===== config.mk =====
export PLATFORM = sky130hd
export DESIGN_NAME = demux_1_to_4_tdm
export DESIGN_NICKNAME = d
export VERILOG_FILES = /design/src/rtl/demux_1_to_4_tdm.sv
export SDC_FILE = /design/constraint.sdc
export NUM_CORES = 1
export LEC_CHECK = 0
export CELL_PAD_IN_SITES_DETAIL_PLACEMENT = 1
export CELL_PAD_IN_SITES_GLOBAL_PLACEMENT = 1
export CORE_ASPECT_RATIO = 1.4
export CORE_MARGIN = 2
export CORE_UTILIZATION = 46
export CTS_CLUSTER_SIZE = 24
export DETAILED_ROUTE_END_ITERATION = 7
export PLACE_DENSITY_LB_ADDON = 0.12
export RECOVER_POWER = 25
export SLEW_MARGIN = 20
export SYNTH_ARGS = -nofsm -noshare
export SYNTH_HDL_FRONTEND = slang
export SYNTH_SLANG_ARGS = --single-unit

===== constraint.sdc =====
create_clock -name clk -period 2.65 [get_ports clk]
set_input_delay 0.53 -clock clk [delete_from_list [all_inputs] [get_ports clk]]
set_output_delay 0.53 -clock clk [all_outputs]
set_load 0.01 [all_outputs]

===== src/rtl/demux_1_to_4_tdm.sv =====
// demux_1_to_4_tdm
//   Time-division 1-to-4 demultiplexer: receive end of the 4-to-1 lane mux.
//   Serial words arrive in slot order 0..3, with slot 0 flagged by in_sync.
//   Slots 0..2 are collected in shadow registers. When the slot 3 word is
//   accepted, all four lanes are published to Y in a single clock, so Y
//   always holds a coherent frame.
//   Optional feature macro: DEMUX_FRAME_CNT_EN adds a frame_cnt output that
//   counts published frames and wraps at 2^CNT_W.
module demux_1_to_4_tdm #(
  parameter int W     = 8,
  parameter int CNT_W = 16
) (
  input  logic             clk,
  input  logic             rst_n,
  input  logic [W-1:0]     in_data,
  input  logic             in_valid,
  input  logic             in_sync,
  output logic [4*W-1:0]   Y,
`ifdef DEMUX_FRAME_CNT_EN
  output logic [CNT_W-1:0] frame_cnt,
`endif
  output logic             frame_valid,
  output logic             sync_err,
  output logic             locked
);

  typedef enum logic {HUNT = 1'b0, LOCKED = 1'b1} state_t;

  state_t              state, state_nxt;
  logic [1:0]          slot, slot_nxt;
  logic [2:0][W-1:0]   shadow_p0, shadow_nxt;
  logic [4*W-1:0]      y_p0, y_nxt;
  logic                vld_p0, vld_nxt;
  logic                err_p0, err_nxt;
`ifdef DEMUX_FRAME_CNT_EN
  logic [CNT_W-1:0]    cnt_p0, cnt_nxt;
`endif

  // Register stage: state, slot pointer, shadow lanes and published outputs.
  // Everything is reset because a reset must discard partial frames and clear Y.
  always_ff @(posedge clk or negedge rst_n) begin
    if (!rst_n) begin
      state     <= HUNT;
      slot      <= 2'd0;
      shadow_p0 <= '0;
      y_p0      <= '0;
      vld_p0    <= 1'b0;
      err_p0    <= 1'b0;
`ifdef DEMUX_FRAME_CNT_EN
      cnt_p0    <= '0;
`endif
    end else begin
      state     <= state_nxt;
      slot      <= slot_nxt;
      shadow_p0 <= shadow_nxt;
      y_p0      <= y_nxt;
      vld_p0    <= vld_nxt;
      err_p0    <= err_nxt;
`ifdef DEMUX_FRAME_CNT_EN
      cnt_p0    <= cnt_nxt;
`endif
    end
  end

  // Next-state logic: frame alignment, slot deposit and atomic frame publish.
  always_comb begin
    state_nxt  = state;
    slot_nxt   = slot;
    shadow_nxt = shadow_p0;
    y_nxt      = y_p0;
    vld_nxt    = 1'b0;
    err_nxt    = 1'b0;
    case (state)
      HUNT: begin
        // Words seen before the first sync marker have no known slot, so they are dropped.
        if (in_valid && in_sync) begin
          shadow_nxt[0] = in_data;
          slot_nxt      = 2'd1;
          state_nxt     = LOCKED;
        end
      end
      LOCKED: begin
        if (in_valid) begin
          if (in_sync && (slot != 2'd0)) begin
            // A mid-frame sync abandons the partial frame and realigns to the new slot 0.
            err_nxt       = 1'b1;
            shadow_nxt[0] = in_data;
            slot_nxt      = 2'd1;
          end else begin
            case (slot)
              2'd0: shadow_nxt[0] = in_data;
              2'd1: shadow_nxt[1] = in_data;
              2'd2: shadow_nxt[2] = in_data;
              default: begin
                // The slot 3 word goes directly to Y together with the three shadow lanes.
                y_nxt   = {in_data, shadow_p0[2], shadow_p0[1], shadow_p0[0]};
                vld_nxt = 1'b1;
              end
            endcase
            slot_nxt = slot + 2'd1;
          end
        end
      end
      default: state_nxt = HUNT;
    endcase
  end

`ifdef DEMUX_FRAME_CNT_EN
  // Frame counter advances together with the frame_valid pulse and wraps naturally.
  always_comb begin
    cnt_nxt = cnt_p0;
    if (vld_nxt) cnt_nxt = cnt_p0 + {{(CNT_W-1){1'b0}}, 1'b1};
  end

  assign frame_cnt = cnt_p0;
`endif

  assign Y           = y_p0;
  assign frame_valid = vld_p0;
  assign sync_err    = err_p0;
  assign locked      = (state == LOCKED);

endmodule


==> insert_results.sql, run 1 <==
INSERT INTO impl_metrics (metric_group, metric, value, unit) VALUES
('outcome', 'status', 'finished with violations', ''),
('outcome', 'failed_checks', 'max-capacitance violations, max-slew violations', ''),
('synth', 'synth.lib_cells_used.distinct', '21', ''),
('die', 'initial_core_util', '47.88', '%'),
('critical_path', 'timing.critical_path.arrival', '2.25', 'ns'),
('timing', 'setup_slack', '0.6269', 'ns'),
('global_routing', 'global_route.usage.met1', '21.17', '%'),
('clock_network', 'clk_pin_slew', '0.07', 'ns'),
('clock_network', 'clock_tree.root_cell', 'sky130_fd_sc_hd__clkbuf_8', ''),
('synth', 'synth_cells', '144', ''),
('detailed_routing', 'detail-route-antenna-nets', '0', ''),
('power', 'power.static_leakage', '1.529', 'nW'),
('final_layout', 'layout.cells.non_filler', '270', ''),
('global_routing', 'pin_count_of_the_biggest_net_entering_global_routing', '33', ''),
('timing', 'worst_slew_pin_slew', '1.727', 'ns'),
('placed_design', 'detailed_place.area', '3015', 'um2'),
('power', 'switching_share', '26.95', '%'),
('global_routing', 'grt_antenna_before_repair', '0', ''),
('job', 'max-cap-violations', '1', ''),
('detailed_routing', 'via_count', '1372', ''),
('power', 'combinational_power_share', '36.4', '%'),
('die', 'fp.coreArea', '5197', 'um2'),
('clock_network', 'postCtsSetupRepairBufs', '0', ''),
('final_layout', 'drive_gt1_share', '38.73', '%'),
('timing', 'timing.final.crit_period', '2.023', 'ns'),
('final_layout', 'final_area', '3258', 'um2'),
('power', 'p_int', '2.984', 'mW'),
('placed_design', 'place.port_buffers', '46', ''),
('critical_path', 'worst_setup_path_end_kind', 'flip-flop', ''),
('global_routing', 'use_met3', '5.328', '%'),
('detailed_routing', 'dr.first_iter.drc_count', '50', ''),
('critical_path', 'cp_max_fo', '16', ''),
('synth', 'synth_area', '2489', 'um2'),
('clock_network', 'cts_tree', 'done', ''),
('die', 'dieArea', '6023', 'um2'),
('final_layout', 'seq_area', '1526', 'um2'),
('synth', 'post-synth-top-area-cell', 'sky130_fd_sc_hd__dfrtp_1', ''),
('critical_path', 'timing.critical_path.to', 'Y[19]', ''),
('synth', 'avgSynthCellArea', '17.28', 'um2'),
('final_layout', 'fillCellCount', '504', ''),
('synth', 'postSynthNetCount', '160', ''),
('critical_path', 'worst_ep_required_time', '2.87', 'ns'),
('synth', 'synth.yosys.seq_area_share', '61.34', '%'),
('timing', 'final.period_utilization', '76.34', '%'),
('clock_network', 'clock_latency', '0.34', 'ns'),
('clock_network', 'cts_buffers', '9', ''),
('timing', 'timing_max_transition_violations_final', '32', ''),
('detailed_routing', 'routed_wirelength', '4874', 'um'),
('timing', 'maxClockFrequency', '0.4943', 'GHz'),
('synth', 'yosysTopAreaCellShare', '61.34', '%'),
('critical_path', 'regToRegStartpoint', 'slot[0]', ''),
('placed_design', 'gp_congestion', '0.7842', ''),
('die', 'die_span_in_y', '91.03', 'um'),
('global_routing', 'grt_overflow_total', '0', ''),
('final_layout', 'finish.utilization', '62.69', '%'),
('critical_path', 'critPathTopFamily', 'flip-flops', ''),
('detailed_routing', 'post_drt_wl_per_cell', '18.05', 'um'),
('critical_path', 'cp-start-kind', 'flip-flop', ''),
('timing', 'setup_total_negative_slack', '0', 'ns'),
('final_layout', 'mostFrequentLayoutCell', 'sky130_fd_sc_hd__dfrtp_1', ''),
('global_routing', 'grt_pass1_wl', '8204', 'um'),
('critical_path', 'worstSetupPathType', 'flip-flop to flip-flop', ''),
('critical_path', 'cpPeakStageDelay', '0.47', 'ns'),
('critical_path', 'r2r_setup_slack', '0.63', 'ns'),
('timing', 'final_hold_viol_count', '0', ''),
('power', 'seq_power_share', '39.7', '%'),
('timing', 'grt_setup_unrepaired', 'false', ''),
('hold_path', 'min_path_cells', '1', ''),
('power', 'cellPowerDensity', '1254', 'nW/um2'),
('final_layout', 'final_layout_net_count', '215', ''),
('power', 'sw_power', '1.101', 'mW');
[final cells by class]
class                           count  area share (%)
Sequential cell                    61           46.85
Multi-Input combinational cell     75           27.77
Timing Repair Buffer               49           15.02
Clock buffer                       13           5.492
Tap cell                           66           2.535
Clock inverter                      3           1.997
Inverter                            3          0.3456
[metal layers]
metal / vias to the layer above / wire (um)
met5: - / 0
met4: 0 / 123
met3: 12 / 191
met2: 35 / 2628
met1: 704 / 1931
li1: 621 / -
[logic make-up (layout without fill, tap and decap cells)]
| family | Yosys count | after routing | synth area share (%) |
|---|---|---|---|
| flops | 61 | 61 | 61.34 |
| mux | 56 | 56 | 29.71 |
| simple gates | 9 | 9 | 2.765 |
| buf+inv | 8 | 68 | 2.313 |
| compound gates | 6 | 6 | 1.860 |
| fa+ha+maj | 4 | 4 | 2.011 |
[synthesized netlist by cell type]
cell,instances
sky130_fd_sc_hd__mux2_2,27
sky130_fd_sc_hd__nand3_4,1
sky130_fd_sc_hd__o21ai_0,1
sky130_fd_sc_hd__buf_2,1
sky130_fd_sc_hd__a21o_1,2
sky130_fd_sc_hd__inv_1,3
sky130_fd_sc_hd__o221a_2,1
sky130_fd_sc_hd__dfrtp_1,61
sky130_fd_sc_hd__ha_1,4
sky130_fd_sc_hd__nor2b_1,1
sky130_fd_sc_hd__a32o_1,1
sky130_fd_sc_hd__nand2_1,1
sky130_fd_sc_hd__buf_6,3
sky130_fd_sc_hd__a21oi_1,1
sky130_fd_sc_hd__nand3_2,2
sky130_fd_sc_hd__nand3_1,1
sky130_fd_sc_hd__and2_1,1
sky130_fd_sc_hd__buf_4,1
sky130_fd_sc_hd__nand2b_1,1
sky130_fd_sc_hd__mux2_4,29
sky130_fd_sc_hd__nor2_1,1
[flip-flops by register name (all words and copies together), names as in the netlist]
name / flops
Y: 32
shadow_p0: 24
slot: 2
frame_valid: 1
locked: 1
sync_err: 1
[worst min-delay path by stage]
stage	to	slack (ns)	startpoint
after floorplan	Y[0]	0.23	rst_n
after global placement	Y[12]	0.48	shadow_p0[12]
after detailed placement	Y[11]	0.49	shadow_p0[11]
after CTS	shadow_p0[1]	0.25	rst_n
after global routing	Y[5]	0.52	shadow_p0[5]
final	Y[12]	0.50	shadow_p0[12]
[power by group through the flow]
stage / logic, mW / clock network [mW] / registers [mW]
floorplan: 0.739 / 0 / 1.69
global placement: 1.45 / 0 / 1.61
detailed placement: 1.51 / 0 / 1.65
CTS: 1.52 / 0.997 / 1.63
global route: 1.60 / 1.03 / 1.68
finish: 1.49 / 0.974 / 1.62
No activity file was read; power rests on OpenSTA's default activity.
==> run 2, diff against run 1 <==
- CORE_UTILIZATION: 46 -> 39
- clock period: 2.65 -> 1.8 ns (I/O delays scaled with it)
==> run 2 against run 1 <==
  * The flow still finishes with violations (max-capacitance violations, max-slew violations)
  * Worst hold slack worse by 0.086 ns
  * Critical path depth decreased by 5
  * Clock skew shrank 0.0020 ns
  * Register-to-register slack got worse by 0.48 ns
  * Via count grew 2.0%
  * Sequential power rose by 46%
  * Setup slack worse by 0.51 ns
  * Clock power rose by 21%
  * First-iteration DRC count increased by 20%
  * Routed wire length grew 3.1%
  * Design area grew 2.0%
  * Sequential share of layout area shrank 0.92 points
  * Critical endpoint is now locked
==> insert_results.sql, run 2 (synthesis gave the netlist of run 1 again) <==
INSERT INTO impl_metrics (metric_group, metric, value, unit) VALUES
('critical_path', 'critPathSlowestCell', 'sky130_fd_sc_hd__clkdlybuf4s50_1', ''),
('detailed_routing', 'met2_wirelength', '2783', 'um'),
('final_layout', 'most-common-layout-cells', 'sky130_fd_sc_hd__dfrtp_1 (61), sky130_fd_sc_hd__clkdlybuf4s50_1 (45), sky130_fd_sc_hd__mux2_4 (29), sky130_fd_sc_hd__mux2_2 (27), sky130_fd_sc_hd__clkbuf_8 (11)', ''),
('global_routing', 'first_global_vias', '1641', ''),
('critical_path', 'worst_ep_required_time', '1.44', 'ns'),
('timing', 'timing.final.setup_violations', '0', ''),
('outcome', 'status', 'finished with violations', ''),
('detailed_routing', 'route.detailed.vias_per_inst', '4.965', ''),
('critical_path', 'worst_setup_path_end_kind', 'output pin', ''),
('final_layout', 'seq_area', '1526', 'um2'),
('critical_path', 'crit_path_cell_trace', 'clkdlybuf4s50_1', ''),
('hold_path', 'hp-class', 'input pin to async pin', ''),
('clock_network', 'clk_pin_slew', '0.07', 'ns'),
('detailed_routing', 'detail-route-antenna-nets', '0', ''),
('clock_network', 'clock_tree.root_cell', 'sky130_fd_sc_hd__clkbuf_8', ''),
('die', 'num_rows', '34', ''),
('detailed_routing', 'wl_met1', '2009', 'um'),
('detailed_routing', 'dr.first_iter.drc_count', '60', ''),
('clock_network', 'max-clock-path-buffers', '2', ''),
('clock_network', 'cts_buffers', '9', ''),
('global_routing', 'grt_antenna_before_repair', '0', ''),
('power', 'vdd.ir_drop.worst', '721.2', 'uV'),
('placed_design', 'total_placed_cells_including_tap_cells', '268', ''),
('timing', 'final.period_utilization', '93.45', '%'),
('final_layout', 'drive_gt1_share', '40.95', '%'),
('final_layout', 'mostFrequentLayoutCell', 'sky130_fd_sc_hd__dfrtp_1', ''),
('clock_network', 'cts-htree-levels', '3', ''),
('final_layout', 'final_area', '3323', 'um2'),
('timing', 'grt_setup_unrepaired', 'false', ''),
('detailed_routing', 'route.detailed.drc', '0', ''),
('critical_path', 'worstSetupPathType', 'flip-flop to output pin', ''),
('detailed_routing', 'met3_wirelength', '185', 'um'),
('final_layout', 'multiInputGateArea', '927.1', 'um2'),
('clock_network', 'clock_sinks', '61', ''),
('detailed_routing', 'route.top_layer_used', 'met4', ''),
('global_routing', 'grt.total_usage', '16.26', '%'),
('die', 'initial_core_util', '40.07', '%'),
('global_routing', 'grt_pass1_wl', '8618', 'um'),
('placed_design', 'dp_hpwl', '3537', 'um'),
('power', 'power.static_leakage', '1.561', 'nW'),
('placed_design', 'place.port_buffers', '46', ''),
('die', 'dieArea', '7045', 'um2'),
('timing', 'max-slew-margin-rel', '-4.634', '%'),
('final_layout', 'num_antenna_cells', '0', ''),
('detailed_routing', 'via_count', '1400', ''),
('placed_design', 'gp_congestion', '0.7681', ''),
('clock_network', 'cts_tree', 'done', ''),
('final_layout', 'fillCellCount', '582', ''),
('critical_path', 'cpPeakStageDelay', '0.57', 'ns'),
('critical_path', 'critPathTopFamily', 'buffers and inverters', ''),
('detailed_routing', 'detailedRoute.firstPassIterationCount', '3', ''),
('timing', 'maxClockFrequency', '0.5945', 'GHz'),
('job', 'max-cap-violations', '1', ''),
('timing', 'final_hold_viol_count', '0', ''),
('final_layout', 'largest_register_ff_count', '32', ''),
('final_layout', 'layout.cells.non_filler', '282', ''),
('die', 'die_span_in_y', '98.52', 'um'),
('timing', 'timing.final.crit_period', '1.682', 'ns'),
('final_layout', 'area_growth_from_synthesis_to_layout', '33.53', '%'),
('critical_path', 'timing.critical_path.arrival', '1.32', 'ns'),
('global_routing', 'pin_count_of_the_biggest_net_entering_global_routing', '36', ''),
('placed_design', 'detailed_place.area', '3108', 'um2'),
('die', 'fp.coreArea', '6211', 'um2'),
('die', 'top_level_ports', '47', ''),
('critical_path', 'cp-start-kind', 'flip-flop', ''),
('critical_path', 'cp_max_fo', '6', ''),
('timing', 'worst_slew_pin_slew', '1.570', 'ns'),
('detailed_routing', 'post_drt_wl_per_cell', '17.82', 'um'),
('timing', 'setup_total_negative_slack', '0', 'ns'),
('detailed_routing', 'routed_wirelength', '5025', 'um'),
('timing', 'maximum_clock_skew_at_final_layout', '0.005304', 'ns'),
('timing', 'timing_max_transition_violations_final', '27', ''),
('power', 'cellPowerDensity', '1768', 'nW/um2'),
('critical_path', 'cp_num_buf_inv', '1', ''),
('outcome', 'failed_checks', 'max-capacitance violations, max-slew violations', ''),
('clock_network', 'clock_latency', '0.32', 'ns'),
('global_routing', 'grt_overflow_total', '0', ''),
('die', 'die_x', '71.51', 'um'),
('timing', 'hold-worst-slack', '0.4162', 'ns'),
('final_layout', 'final_layout_net_count', '224', '');
==> run 2: cell count changes in the layout (fill, tap and decap cells not counted) <==
| cell | change |
|---|---|
| sky130_fd_sc_hd__buf_4 | +7 |
| sky130_fd_sc_hd__buf_12 | +2 |
| sky130_fd_sc_hd__clkbuf_8 | -2 |
| sky130_fd_sc_hd__nand3_2 | -2 |
| sky130_fd_sc_hd__nand3_4 | +2 |
| sky130_fd_sc_hd__bufinv_16 | -1 |
| sky130_fd_sc_hd__nand2b_1 | -1 |
| sky130_fd_sc_hd__nand2b_4 | +1 |
==> run 2: power breakdown <==
group	total [mW]	switching (mW)	internal [mW]
sequential	2.37	0.363	2.00
combinational	2.33	0.780	1.55
clock	1.18	0.485	0.690
total	5.87	1.63	4.25
==> run 2: cell type report <==
| cell class | count | share of cell area, % |
|---|---|---|
| timing repair buffer | 58 | 17.51 |
| clock inverter | 2 | 1.054 |
| inverter | 3 | 0.3389 |
| sequential | 61 | 45.93 |
| clock buffer | 11 | 4.556 |
| tap | 72 | 2.711 |
| multi-input combinational | 75 | 27.90 |
==> run 2: final timing paths <==
kind | depth (start not counted) | endpoint | slack [ns] | startpoint
hold / removal | 1 | frame_valid | 0.42 | rst_n
max in group asynchronous | 1 | slot[0] | 0.47 | rst_n
hold reg to reg | 1 | Y[0] | 0.51 | shadow_p0[0]
setup reg to reg | 6 | shadow_p0[14] | 0.15 | slot[1]
setup / recovery | 1 | locked | 0.12 | locked
min in group clk | 1 | Y[0] | 0.51 | shadow_p0[0]
==> run 2: timing repair <==
| action | 4_1_cts | 5_1_grt |
|---|---|---|
| hold buffers | 0 | 0 |
| resized for setup | 0 | 4 |
| buffers inserted | 0 | 1 |
| setup endpoints to repair | 1 | 36 |
==> run 2: layer usage <==
layer	vias up	global-route usage, %
li1	631	-
met1	732	19.13
met2	33	27.92
met3	4	4.499
met4	0	6.096
met5	-	0
==> run 2: metrics by stage <==
step / power [mW] / worst slack (ns) / util [%]
after floorplan: 3.574 / 0.1089 / -
after CTS: 5.929 / -0.0007445 / 53.04
final: 5.875 / 0.1180 / 53.51
after global routing: 6.256 / 0.04738 / 53.51
after detailed placement: 4.714 / -0.1659 / 50.04
after global placement: 4.590 / -0.06530 / 50.04
==> run 3, diff against run 2 <==
- SLEW_MARGIN: 20 -> not set
==> results of run 3 <==
Same layout as run 2: the final DEF is identical, and so are final timing and power.
